### src/rtl/uart_pkg.sv
`timescale 1ns/1ps
// uart_pkg
// Definitions shared by the UART transmitter and receiver so that both sides
// agree on bit timing and framing.
//   DEFAULT_BIT_RATE / DEFAULT_CLK_HZ : default line rate and system clock
//   tx_state_t                        : transmitter FSM states
//   cycles_per_bit()                  : clock cycles per serial bit
package uart_pkg;

  localparam int DEFAULT_BIT_RATE = 9600;
  localparam int DEFAULT_CLK_HZ   = 50_000_000;

  // ST_PARITY is only entered when UART_TX_PARITY_EN is defined.
  typedef enum logic [2:0] {
    ST_IDLE,
    ST_START,
    ST_DATA,
    ST_PARITY,
    ST_STOP
  } tx_state_t;

  // Integer division: the receiver uses the same rounding, so both ends
  // drift identically against the nominal rate.
  function automatic int cycles_per_bit(input int clk_hz, input int bit_rate);
    return clk_hz / bit_rate;
  endfunction

endpackage

### src/rtl/uart_tx_fifo.sv
`timescale 1ns/1ps
// uart_tx_fifo
// Small circular FIFO holding bytes waiting to be serialised.
//   clk, resetn : clock, asynchronous active-low reset
//   push        : write request (ignored when full, data dropped)
//   push_data   : data written on an accepted push
//   pop         : read request (ignored when empty)
//   head        : oldest entry, valid while !empty
//   full, empty : occupancy flags derived from count
//   count       : number of stored entries (0..FIFO_DEPTH)
module uart_tx_fifo #(
  parameter int FIFO_DEPTH = 4,
  parameter int WIDTH      = 8
) (
  input  logic                        clk,
  input  logic                        resetn,
  input  logic                        push,
  input  logic [WIDTH-1:0]            push_data,
  input  logic                        pop,
  output logic [WIDTH-1:0]            head,
  output logic                        full,
  output logic                        empty,
  output logic [$clog2(FIFO_DEPTH):0] count
);

  localparam int PTR_W = $clog2(FIFO_DEPTH);
  localparam logic [PTR_W:0] FULL_COUNT = FIFO_DEPTH[PTR_W:0];

  logic [WIDTH-1:0] mem [FIFO_DEPTH];
  logic [PTR_W-1:0] wr_ptr;
  logic [PTR_W-1:0] rd_ptr;
  logic             push_ok;
  logic             pop_ok;

  assign full    = (count == FULL_COUNT);
  assign empty   = (count == '0);
  assign push_ok = push && !full;
  assign pop_ok  = pop && !empty;

  // The head is read combinationally so the FSM can load it on the same edge
  // it pops, which gives the one-cycle push-to-start latency.
  assign head = mem[rd_ptr];

  always_ff @(posedge clk) begin
    if (push_ok) mem[wr_ptr] <= push_data;
  end

  always_ff @(posedge clk or negedge resetn) begin
    if (!resetn) begin
      wr_ptr <= '0;
      rd_ptr <= '0;
      count  <= '0;
    end else begin
      // Depth is a power of two, so pointer overflow is the wrap.
      if (push_ok) wr_ptr <= wr_ptr + 1'b1;
      if (pop_ok)  rd_ptr <= rd_ptr + 1'b1;
      case ({push_ok, pop_ok})
        2'b10:   count <= count + 1'b1;
        2'b01:   count <= count - 1'b1;
        default: ;
      endcase
    end
  end

endmodule

### src/rtl/uart_tx.sv
`timescale 1ns/1ps
// uart_tx
// UART transmitter: bytes enter through a small FIFO and leave on uart_txd
// as start bit, LSB-first payload, optional even parity, stop bit(s).
// Optional feature: define UART_TX_PARITY_EN to add an even parity bit after
// the payload; otherwise frames are 8N1 and no parity logic exists.
//   clk, resetn   : clock, asynchronous active-low reset
//   uart_tx_en    : write strobe, accepted when uart_tx_ready is high
//   uart_tx_data  : byte written with uart_tx_en
//   uart_tx_ready : FIFO has room
//   uart_tx_busy  : FIFO non-empty or a frame is on the line
//   uart_txd      : registered serial output, idle high
module uart_tx
  import uart_pkg::*;
#(
  parameter int BIT_RATE     = DEFAULT_BIT_RATE,
  parameter int CLK_HZ       = DEFAULT_CLK_HZ,
  parameter int PAYLOAD_BITS = 8,
  parameter int STOP_BITS    = 1,
  parameter int FIFO_DEPTH   = 4
) (
  input  logic                    clk,
  input  logic                    resetn,
  input  logic                    uart_tx_en,
  input  logic [PAYLOAD_BITS-1:0] uart_tx_data,
  output logic                    uart_tx_ready,
  output logic                    uart_tx_busy,
  output logic                    uart_txd
);

  localparam int CYCLES_PER_BIT = cycles_per_bit(CLK_HZ, BIT_RATE);
  localparam int CNT_W  = (CYCLES_PER_BIT > 1) ? $clog2(CYCLES_PER_BIT) : 1;
  localparam int IDX_W  = (PAYLOAD_BITS > 1) ? $clog2(PAYLOAD_BITS) : 1;
  localparam int FCNT_W = $clog2(FIFO_DEPTH) + 1;
  localparam logic [CNT_W-1:0] CNT_LAST = CNT_W'(CYCLES_PER_BIT - 1);
  localparam logic [IDX_W-1:0] IDX_LAST = IDX_W'(PAYLOAD_BITS - 1);
  localparam logic             STOP_LAST = 1'(STOP_BITS - 1);

  tx_state_t               state;
  logic [CNT_W-1:0]        bit_cnt;
  logic [IDX_W-1:0]        bit_idx;
  logic                    stop_idx;
  logic [PAYLOAD_BITS-1:0] shift_reg;
  logic [PAYLOAD_BITS-1:0] shift_next;
`ifdef UART_TX_PARITY_EN
  logic                    parity_reg;
`endif

  logic                    fifo_pop;
  logic                    fifo_full;
  logic                    fifo_empty;
  logic [PAYLOAD_BITS-1:0] fifo_head;
  logic [FCNT_W-1:0]       fifo_count;
  logic                    bit_end;
  logic                    last_stop;

  uart_tx_fifo #(
    .FIFO_DEPTH (FIFO_DEPTH),
    .WIDTH      (PAYLOAD_BITS)
  ) u_fifo (
    .clk       (clk),
    .resetn    (resetn),
    .push      (uart_tx_en),
    .push_data (uart_tx_data),
    .pop       (fifo_pop),
    .head      (fifo_head),
    .full      (fifo_full),
    .empty     (fifo_empty),
    .count     (fifo_count)
  );

  assign bit_end    = (bit_cnt == CNT_LAST);
  assign last_stop  = (state == ST_STOP) && bit_end && (stop_idx == STOP_LAST);
  assign shift_next = shift_reg >> 1;

  // Pop either from idle or on the final stop-bit edge, so queued bytes
  // follow each other with no idle gap on the line.
  assign fifo_pop = !fifo_empty && ((state == ST_IDLE) || last_stop);

  assign uart_tx_ready = !fifo_full;
  assign uart_tx_busy  = (state != ST_IDLE) || (fifo_count != '0);

  always_ff @(posedge clk or negedge resetn) begin
    if (!resetn) begin
      state     <= ST_IDLE;
      bit_cnt   <= '0;
      bit_idx   <= '0;
      stop_idx  <= 1'b0;
      shift_reg <= '0;
      uart_txd  <= 1'b1;
`ifdef UART_TX_PARITY_EN
      parity_reg <= 1'b0;
`endif
    end else begin
      case (state)
        ST_IDLE: begin
          uart_txd <= 1'b1;
          if (fifo_pop) begin
            shift_reg <= fifo_head;
`ifdef UART_TX_PARITY_EN
            parity_reg <= ^fifo_head;
`endif
            bit_cnt  <= '0;
            state    <= ST_START;
            uart_txd <= 1'b0;
          end
        end

        ST_START: begin
          if (bit_end) begin
            bit_cnt  <= '0;
            bit_idx  <= '0;
            state    <= ST_DATA;
            uart_txd <= shift_reg[0];
          end else begin
            bit_cnt <= bit_cnt + 1'b1;
          end
        end

        ST_DATA: begin
          if (bit_end) begin
            bit_cnt <= '0;
            if (bit_idx == IDX_LAST) begin
`ifdef UART_TX_PARITY_EN
              state    <= ST_PARITY;
              uart_txd <= parity_reg;
`else
              state    <= ST_STOP;
              stop_idx <= 1'b0;
              uart_txd <= 1'b1;
`endif
            end else begin
              bit_idx   <= bit_idx + 1'b1;
              shift_reg <= shift_next;
              uart_txd  <= shift_next[0];
            end
          end else begin
            bit_cnt <= bit_cnt + 1'b1;
          end
        end

`ifdef UART_TX_PARITY_EN
        ST_PARITY: begin
          if (bit_end) begin
            bit_cnt  <= '0;
            stop_idx <= 1'b0;
            state    <= ST_STOP;
            uart_txd <= 1'b1;
          end else begin
            bit_cnt <= bit_cnt + 1'b1;
          end
        end
`endif

        ST_STOP: begin
          if (bit_end) begin
            bit_cnt <= '0;
            if (stop_idx == STOP_LAST) begin
              if (fifo_pop) begin
                shift_reg <= fifo_head;
`ifdef UART_TX_PARITY_EN
                parity_reg <= ^fifo_head;
`endif
                state    <= ST_START;
                uart_txd <= 1'b0;
              end else begin
                state    <= ST_IDLE;
                uart_txd <= 1'b1;
              end
            end else begin
              stop_idx <= 1'b1;
            end
          end else begin
            bit_cnt <= bit_cnt + 1'b1;
          end
        end

        default: begin
          state    <= ST_IDLE;
          uart_txd <= 1'b1;
        end
      endcase
    end
  end

endmodule

### config.mk
export PLATFORM = sky130hd
export DESIGN_NAME = uart_tx
export DESIGN_NICKNAME = d
export VERILOG_FILES = /design/src/rtl/uart_pkg.sv /design/src/rtl/uart_tx_fifo.sv /design/src/rtl/uart_tx.sv
export SDC_FILE = /design/constraint.sdc
export NUM_CORES = 1
export LEC_CHECK = 0
export BUFFER_PORTS_ARGS = -buffer_cell sky130_fd_sc_hd__buf_4
export CAP_MARGIN = 20
export CORE_MARGIN = 2
export CORE_UTILIZATION = 40
export DETAILED_ROUTE_END_ITERATION = 10
export PLACE_DENSITY_LB_ADDON = 0.3
export SETUP_SLACK_MARGIN = 0.5
export SYNTH_ARGS = -nofsm -noshare
export SYNTH_HDL_FRONTEND = slang
export SYNTH_SLANG_ARGS = --single-unit
### constraint.sdc
create_clock -name clk -period 3.8 [get_ports clk]
set_input_delay 0.38 -clock clk [delete_from_list [all_inputs] [get_ports clk]]
set_output_delay 0.38 -clock clk [all_outputs]
set_load 0.05 [all_outputs]
---- Yosys cells after proc, flatten, opt, wreduce, memory -nomap -nowiden ----
Memory sizes are Yosys's and may differ from the RTL's.
Cells that the tools add are included.
storage, ports and cells
  register bits after elaboration ......... 36
  memory bits (writable) .................. 32
  input port bits ......................... 11
  output and inout bits ................... 3
  logic and storage cells ................. 93
  memories ................................ 1
cells by class
  add/subtract/negate cells ............... 6
  eq/ne operators ......................... 15
  multiplexer cells ....................... 36
  bitwise logic cells ..................... 1
  reduce and logical (&&, ||, !) cells .... 25
memories
  memory      depth  bits a word  rd ports  clocked after Yosys merged registers in  write ports  RTL line            RTL
  u_fifo.mem  4      8            1         0                                        1            uart_tx_fifo.sv:29  logic [WIDTH-1:0] mem [FIFO_DEPTH];
operators by type and width
  cell                                           number
  two-way mux 8 bit                              5
  two-way mux 3 bit                              9
  two-way mux 13 bit                             2
  case mux 13 bit (2 select lines)               1
  case mux 8 bit (3 select lines)                1
  adder 13 x 1 -> 13 bit, second input constant  1
  == test 13 bit, second input constant          1
  two-way mux 1 bit                              13
  != test 2 bit, second input constant           6
  case mux 3 bit (2 select lines)                2
  case mux 3 bit (4 select lines)                1
  AND reduction 4 bit                            3
  == test 3 bit, second input constant           3
  nonzero test 3 bit                             3
  nonzero test 2 bit                             4
  adder 3 x 1 -> 3 bit, second input constant    2
  zero test 3 bit                                2
  AND reduction 6 bit                            1
  logical AND 1 bit                              5
  AND reduction 5 bit                            1
  adder 2 x 1 -> 2 bit, second input constant    2
  case mux 1 bit (4 select lines)                1
  == test 3 x 1 -> 1 bit, second input constant  1
  == test 3 x 2 -> 1 bit, second input constant  1
  other kinds (10)                               12

---- Longest topological paths before layout ----
Gate-level depths: netlist (run 1).
  depth in word-level cells ............... 9
  gate-level depth with buffers ........... 11
  gate-level depth less buffers ........... 11

---- By module ----
Synthesis (run 1) repeated with hierarchy kept, for this count alone.
second synthesis, totals
  cells, all modules ...................... 273
  area, all modules ....................... 3337.0 um^2
modules (own cells, without submodules)
  module        instances  cells each  area each (um^2)
  uart_tx       1          194         1744.2
  uart_tx_fifo  1          79          1592.8

---- Worst setup path before layout (run 1) ----
OpenSTA, ideal clock, no wires.
  path kind ............................... register -> register
  start point ............................. register bit_cnt[8]
  end point ............................... register u_fifo.count[2]
  library setup time ...................... 0.079 ns
  data arrival time ....................... 2.645 ns
  required time ........................... 3.721 ns
  slack ................................... 1.076 ns
  stages on the path, launching flop included .. 11
  path buffers ............................ 0
  path through ............................ dfrtp_1 > or4b_4 > nor4_2 > o21ai_2 > inv_2 > ha_1 > inv_1 > fa_1 > xor2_1 > nor2_1 > xor2_1
between the ends
  word-level cells in the longest chain between the ends .. 8
  elaborated cells between the ends (all ways) .. 10
  those cells by class .................... 3 x eq/ne; 1 x mux; 6 x reduce/logical
RTL lines
  element                                                                RTL line            RTL
  start: declaration                                                     uart_tx.sv:40       logic [CNT_W-1:0] bit_cnt;
  start signal: assignment                                               uart_tx.sv:116      bit_cnt <= bit_cnt + 1'b1;
  start signal: assignment                                               uart_tx.sv:138      bit_cnt <= bit_cnt + 1'b1;
  start signal: assignment                                               uart_tx.sv:174      bit_cnt <= bit_cnt + 1'b1;
  == test 13 bit (*)                                                     uart_tx.sv:72       assign bit_end = (bit_cnt == CNT_LAST);
  logical AND 1 bit (*) (2 in series)                                    uart_tx.sv:73       assign last_stop = (state == ST_STOP) && bit_end && (stop_idx == STOP_LAST);
  logical OR 1 bit (*)                                                   uart_tx.sv:78       assign fifo_pop = !fifo_empty && ((state == ST_IDLE) || last_stop);
  logical AND 1 bit (*)                                                  uart_tx.sv:78
  logical AND 1 bit (*)                                                  uart_tx_fifo.sv:38  assign pop_ok = pop && !empty;
  net u_fifo.pop_ok                                                      uart_tx_fifo.sv:33  logic pop_ok;
  == test 2 x 1 -> 1 bit or == test 2 bit (tied branches)                uart_tx_fifo.sv:57  case ({push_ok, pop_ok})
  case mux 3 bit (2 select lines) or nonzero test 2 bit (tied branches)  --
  end signal: assignment                                                 uart_tx_fifo.sv:58  2'b10: count <= count + 1'b1;
  end signal: assignment                                                 uart_tx_fifo.sv:59  2'b01: count <= count - 1'b1;
  end: declaration                                                       uart_tx_fifo.sv:23  output logic [$clog2(FIFO_DEPTH):0] count
Mark *: on every way through the listed nets, which the timed path passes. The rest lies on a longest branch.
A chain may end at the register's enable or synchronous reset.

---- Final worst setup path (run 1) ----
Same ends and word-level chain as after synthesis.

==> impl_metrics.tcl, run 1 <==
set metrics [dict create \
    worstSetupEndpointType "flop" \
    synth_top_area_share_pct 30.46 \
    timing.critical_path.buf_inv 3 \
    drt_wl_total_mm 5.428 \
    drtIter0Drc 128 \
    total_power_w 0.001740 \
    synth_flop_cell "dfrtp_1" \
    crit_top_cell "xor2_1" \
    relSlewSlack_pct 58.00 \
    grt_max_degree 36 \
    critical_path.top_delay_family "simple AND/OR/NAND/NOR gates" \
    cp-startpoint "bit_cnt[8]" \
    cts_root_buf "clkbuf_8" \
    cts_setup_buffers 0 \
    synth_edf_count 32 \
    power_leakage_nw 1.403 \
    die_area_um2 8612 \
    yosysTopAreaCell "edfxtp_1" \
    reg2reg_setup_slack_ps 1080 \
    cp.arrival_ps 2990 \
    diodes 0 \
    vias 1900 \
    area_growth_pct 12.81 \
    drv_cap 0 \
    p_per_area_nw_per_um2 489.1 \
    critPathMaxFanout 10 \
    cts.sinks 67 \
    yosys-top-cells-area "edfxtp_1 (30%), dfrtp_1 (27%), mux4_2 (5.7%), xor2_1 (3.9%), ha_1 (3.2%)" \
    clock_latency_ps 350 \
    cts-resized-gates 0 \
    drv_slew 0 \
    hold_depth 1 \
    worstPathCellList "or4b_4 > nor4_2 > buf_4 > o21ai_2 > inv_2 > ha_1 > inv_1 > fa_1 > xor2_1 > nor2_1 > xor2_1" \
    yosysSeqAreaShare_pct 58.27 \
    reg2reg_to "u_fifo.count[2]" \
    cts_tree "done" \
    start_util_pct 41.03 \
    synth_seq_cells 67 \
    synthesis.nets 266 \
    min_period_ps 2725 \
    final_core_util_pct 46.29 \
    cp_slowest_cell "or4b_4" \
    max_slew.worst_pin.slew_ps 630.0 \
    routed.top_layer "met4" \
    routabilityCongestion 0.8087 \
    required_ps 4070 \
    routedWlPerCell_um 14.67 \
    overflow 0 \
    largest_reg_flops 32 \
    cp_slowest_stage_delay_ps 550 \
    htreeDepth 3 \
    path_clk_slew_ps 80 \
    synthCells 246 \
    synth.most_common_cell "dfrtp_1" \
    rows 32 \
    io_buffer_count 13 \
    boundaryPins 14 \
    rsz0062_at_grt "no" \
    core-area_um2 7687 \
    met3_length_um 198 \
    pre_cts_slack_ps 1081 \
    hold_path_end "u_fifo.mem[3][7]" \
    dpl.hpwl_mm 3.621 \
    period_share_pct 71.71 \
    criticalPathCategory "flop to flop" \
    clock_tree.buffer_depth 2 \
    place_area_um2 3348 \
    reg2reg_depth 11 \
    met1_length_mm 2.499 \
    via_per_inst 5.135 \
    ys_warn_count 0 \
    grt_pass1_vias 1965 \
    peakVddDrop_v 0.0002799 \
    run_status "completed" \
    die_w_um 92.80 \
    grt_first_pass_wirelength_mm 9.377 \
    route.detailed.drc 0 \
    setup_violations 0 \
    drtAntennaViolNets 0 \
    grt_antenna_before_repair 0 \
    drive_gt1_share_pct 20.15 \
    dr.pass1.iters 4 \
    fin_tns_setup_ps 0 \
    fill_cells 709 \
    avgSynthCellArea_um2 12.82 \
    min_from "uart_tx_data[7]" \
    cts_buffers 9 \
    fin_worst_skew_ps 9.018 \
    fin_ws_ps 1075 \
    cts_hold_buf 1 \
    ys_types 54 \
    synth_area_um2 3154 \
    wl_met2_mm 2.642 \
    nets 283 \
    reg2reg_from "bit_cnt[8]" \
    hold_viol_final 0 \
    ys_async_sr_fraction_pct 52.24 \
    finalInstanceArea_um2 3558 \
    track_usage_pct 14.38 \
    fmax_mhz 367.0 \
    die_h_um 92.80 \
    synth_top_cells_by_count "dfrtp_1 (34), edfxtp_1 (32), nor2_1 (18)" \
    startpoint_type "flop" \
    holdCritPathClass "input pin to flop" \
]
==> worst register-to-register path: stages, from the launching register on <==
cell and delay [ps]:
dfrtp_1 420, or4b_4 550, nor4_2 220, buf_4 190, o21ai_2 150, inv_2 100
ha_1 180, inv_1 60, fa_1 370, xor2_1 150, nor2_1 110, xor2_1 150
==> power by group <==
part           internal [W]  total [W]  switching, W
logic             0.0000941   0.000242      0.000148
registers          0.000864   0.000899     0.0000352
clock network      0.000310   0.000599      0.000289
total               0.00127    0.00174      0.000473
==> kinds of logic (layout without fill, tap and decap cells) <==
| logic type | count (synthesis) | count (layout) | synth area share [%] |
|---|---|---|---|
| and+or+nand+nor | 81 | 81 | 14.12 |
| DFF | 67 | 67 | 58.27 |
| AOI/OAI and AO/OA | 40 | 40 | 9.837 |
| buffers and inverters | 22 | 44 | 2.895 |
| xor gates and xnor gates | 17 | 17 | 4.721 |
| adders and majority gates | 10 | 10 | 4.126 |
| muxes | 9 | 9 | 6.029 |
==> layer usage <==
| metal | global-route usage (%) | up-vias |
|---|---|---|
| met5 | 0 | - |
| met4 | 6.495 | 0 |
| met3 | 5.126 | 8 |
| met2 | 22.95 | 25 |
| met1 | 17.50 | 928 |
| li1 | - | 939 |
==> how the worst max path moves through the flow <==
stage / endpoint / slack [ps] / cells past startpoint
after CTS: u_fifo.count[2] / 1040 / 11
after global routing: u_fifo.count[2] / 850 / 11
after global placement: u_fifo.count[2] / 1140 / 11
after floorplan: u_fifo.count[2] / 1080 / 10
after detailed placement: u_fifo.count[2] / 1080 / 11
final: u_fifo.count[2] / 1080 / 11
==> layout make-up <==
class / count / area (µm²) / share of cell area (%)
multi-input combinational: 157 / 1225 / 34.42
timing repair buffer: 16 / 122.6 / 3.446
clock buffer: 10 / 127.6 / 3.586
clock inverter: 6 / 72.57 / 2.039
tap: 102 / 127.6 / 3.586
sequential: 67 / 1838 / 51.65
inverter: 12 / 45.04 / 1.266
==> stage by stage <==
stage               hold slack, ps  instances
floorplan                    84.41        246
global placement             365.5        353
detailed placement           369.2        353
CTS                          200.6        370
global route                 206.4        370
finish                       223.2        370
==> cell usage in the layout, fill, tap and decap left out, drive strengths merged, types with 7 or more instances in the layout <==
cell type,Yosys,layout
inv,12,14
clkbuf,6,10
o21ai,9,9
nand2b,10,10
buf,4,15
nor2,20,20
ha,8,8
xor2,14,14
nor3,7,7
mux4,8,8
edfxtp,32,32
nand2,15,15
dfrtp,34,34
nand3,8,8
No activity file was read; power rests on OpenSTA's default activity.
==> run 2, diff against run 1 <==
- clock period: 3.8 -> 2.6 ns (I/O delays scaled with it)
==> impl_metrics.tcl, run 2 (synthesized netlist as in run 1, its figures left out) <==
set metrics [dict create \
    dp_cells 360 \
    min_period_ps 2408 \
    grt_max_degree 36 \
    nets 306 \
    drv_slew 0 \
    drtAntennaViolNets 0 \
    cts.sinks 67 \
    clock_tree.buffer_depth 2 \
    grt_first_pass_wirelength_mm 9.915 \
    finalInstanceArea_um2 3902 \
    reg2reg_from "bit_cnt[8]" \
    hold_path_end "u_fifo.mem[2][5]" \
    min_from "uart_tx_data[5]" \
    vias 2062 \
    path_clk_slew_ps 80 \
    period_share_pct 92.62 \
    run_status "completed" \
    area_growth_pct 23.72 \
    routabilityCongestion 0.7979 \
    track_usage_pct 15.06 \
    dr.pass1.iters 4 \
    drive_gt1_share_pct 32.30 \
    fill_cells 675 \
    core-area_um2 7687 \
    reg2reg_to "u_fifo.count[2]" \
    cts_tree "done" \
    required_ps 2870 \
    clock_latency_ps 350 \
    power_leakage_nw 1.550 \
    holdCritPathClass "input pin to flop" \
    cp.arrival_ps 2670 \
    hold_viol_final 0 \
    rows 32 \
    relSlewSlack_pct 66.20 \
    boundaryPins 14 \
    largest_reg_flops 32 \
    fmax_mhz 415.3 \
    die_w_um 92.80 \
    die_area_um2 8612 \
    die_h_um 92.80 \
    io_buffer_count 13 \
    drv_cap 0 \
    critPathMaxFanout 2 \
    place_area_um2 3432 \
    via_per_inst 5.247 \
    overflow 0 \
    cts_root_buf "clkbuf_8" \
    route.detailed.drc 0 \
    reg2reg_setup_slack_ps 190 \
    layout_common_cells "dfrtp_1 (34), buf_4 (32), edfxtp_1 (32)" \
    layout_commonest_cell "dfrtp_1" \
    peakVddDrop_v 0.0004832 \
    startpoint_type "flop" \
    hold_depth 1 \
    cts_buffers 9 \
    drtIter0Drc 81 \
    dpl.hpwl_mm 3.694 \
    final_cells 393 \
    worstSetupEndpointType "flop" \
    routedWlPerCell_um 15.32 \
    diodes 0 \
    reg2reg_depth 10 \
    grt_pass1_vias 2033 \
    fin_tns_setup_ps 0 \
    grt_antenna_before_repair 0 \
    start_util_pct 41.03 \
    criticalPathCategory "flop to flop" \
    rsz0062_at_grt "yes" \
    fin_worst_skew_ps 8.513 \
    max_slew.worst_pin.slew_ps 507.0 \
    drt_wl_total_mm 6.022 \
    p_per_area_nw_per_um2 691.2 \
    setup_violations 0 \
    htreeDepth 3 \
]
==> run 2: changes by cell type in the layout (fill, tap and decap cells not counted), sizes merged <==
cell / change
buf: +23
bufinv: +1
clkbuf: -1
clkinv: -1
clkinvlp: -1
inv: +2
==> run 2: area by class of cell <==
type	count	area [µm²]	area share (%)
Clock buffer	9	123.9	3.174
Clock inverter	7	106.4	2.725
Inverter	12	45.04	1.154
Multi-Input combinational cell	157	1344	34.43
Sequential cell	67	1838	47.10
Tap cell	102	127.6	3.270
Timing Repair Buffer	39	317.8	8.144
==> run 2: what timing repair did <==
item                                   in CTS  in global routing
endpoints found under the hold margin      34                  0
hold buffers                                1                  0
gates resized for setup                     1                 25
pin swaps                                   6                 11
gates cloned                                0                  1
setup endpoints to repair                  26                 29
setup buffers                               8                  7
==> run 2: how the worst max path moves through the flow <==
stage	startpoint	to	slack (ps)	depth (start not counted)
2_1_floorplan	bit_cnt[11]	u_fifo.count[2]	20	10
3_3_place_gp	bit_cnt[11]	u_fifo.count[2]	140	10
3_5_place_dp	bit_cnt[11]	u_fifo.count[2]	90	10
4_1_cts	bit_cnt[8]	u_fifo.count[2]	230	10
5_1_grt	bit_cnt[8]	u_fifo.count[2]	100	10
6_report	bit_cnt[8]	u_fifo.count[2]	190	10
==> run 2: power breakdown <==
group	internal, W	total [W]	switching, W
Clock	0.000558	0.000998	0.000440
Sequential	0.00126	0.00131	0.0000497
Combinational	0.000149	0.000387	0.000238
==> run 2: layer usage <==
metal / global-route usage, % / routed length (µm)
met1: 18.97 / 2639
met2: 24.21 / 3042
met3: 5.533 / 269
met4: 4.779 / 70
met5: 0 / 0
==> run 2: worst max-delay path: stages (launching register included) <==
cell,delay (ps)
dfrtp_1,390
or4b_4,570
nor4_4,300
o21ai_4,80
inv_2,90
ha_4,130
inv_2,30
fa_2,330
xor2_1,150
nor2_1,110
xor2_1,150
==> run 2: metrics by stage <==
stage	total power (W)	hold slack, ps	utilization, %	setup WS (ps)
finish	0.002697	109.0	50.77	192.0
CTS	0.002718	87.68	48.62	225.2
global route	0.002838	80.15	50.77	100.4
global placement	0.001699	249.1	44.65	140.8
floorplan	0.001577	-35.59	-	23.34
detailed placement	0.001710	248.3	44.65	88.45
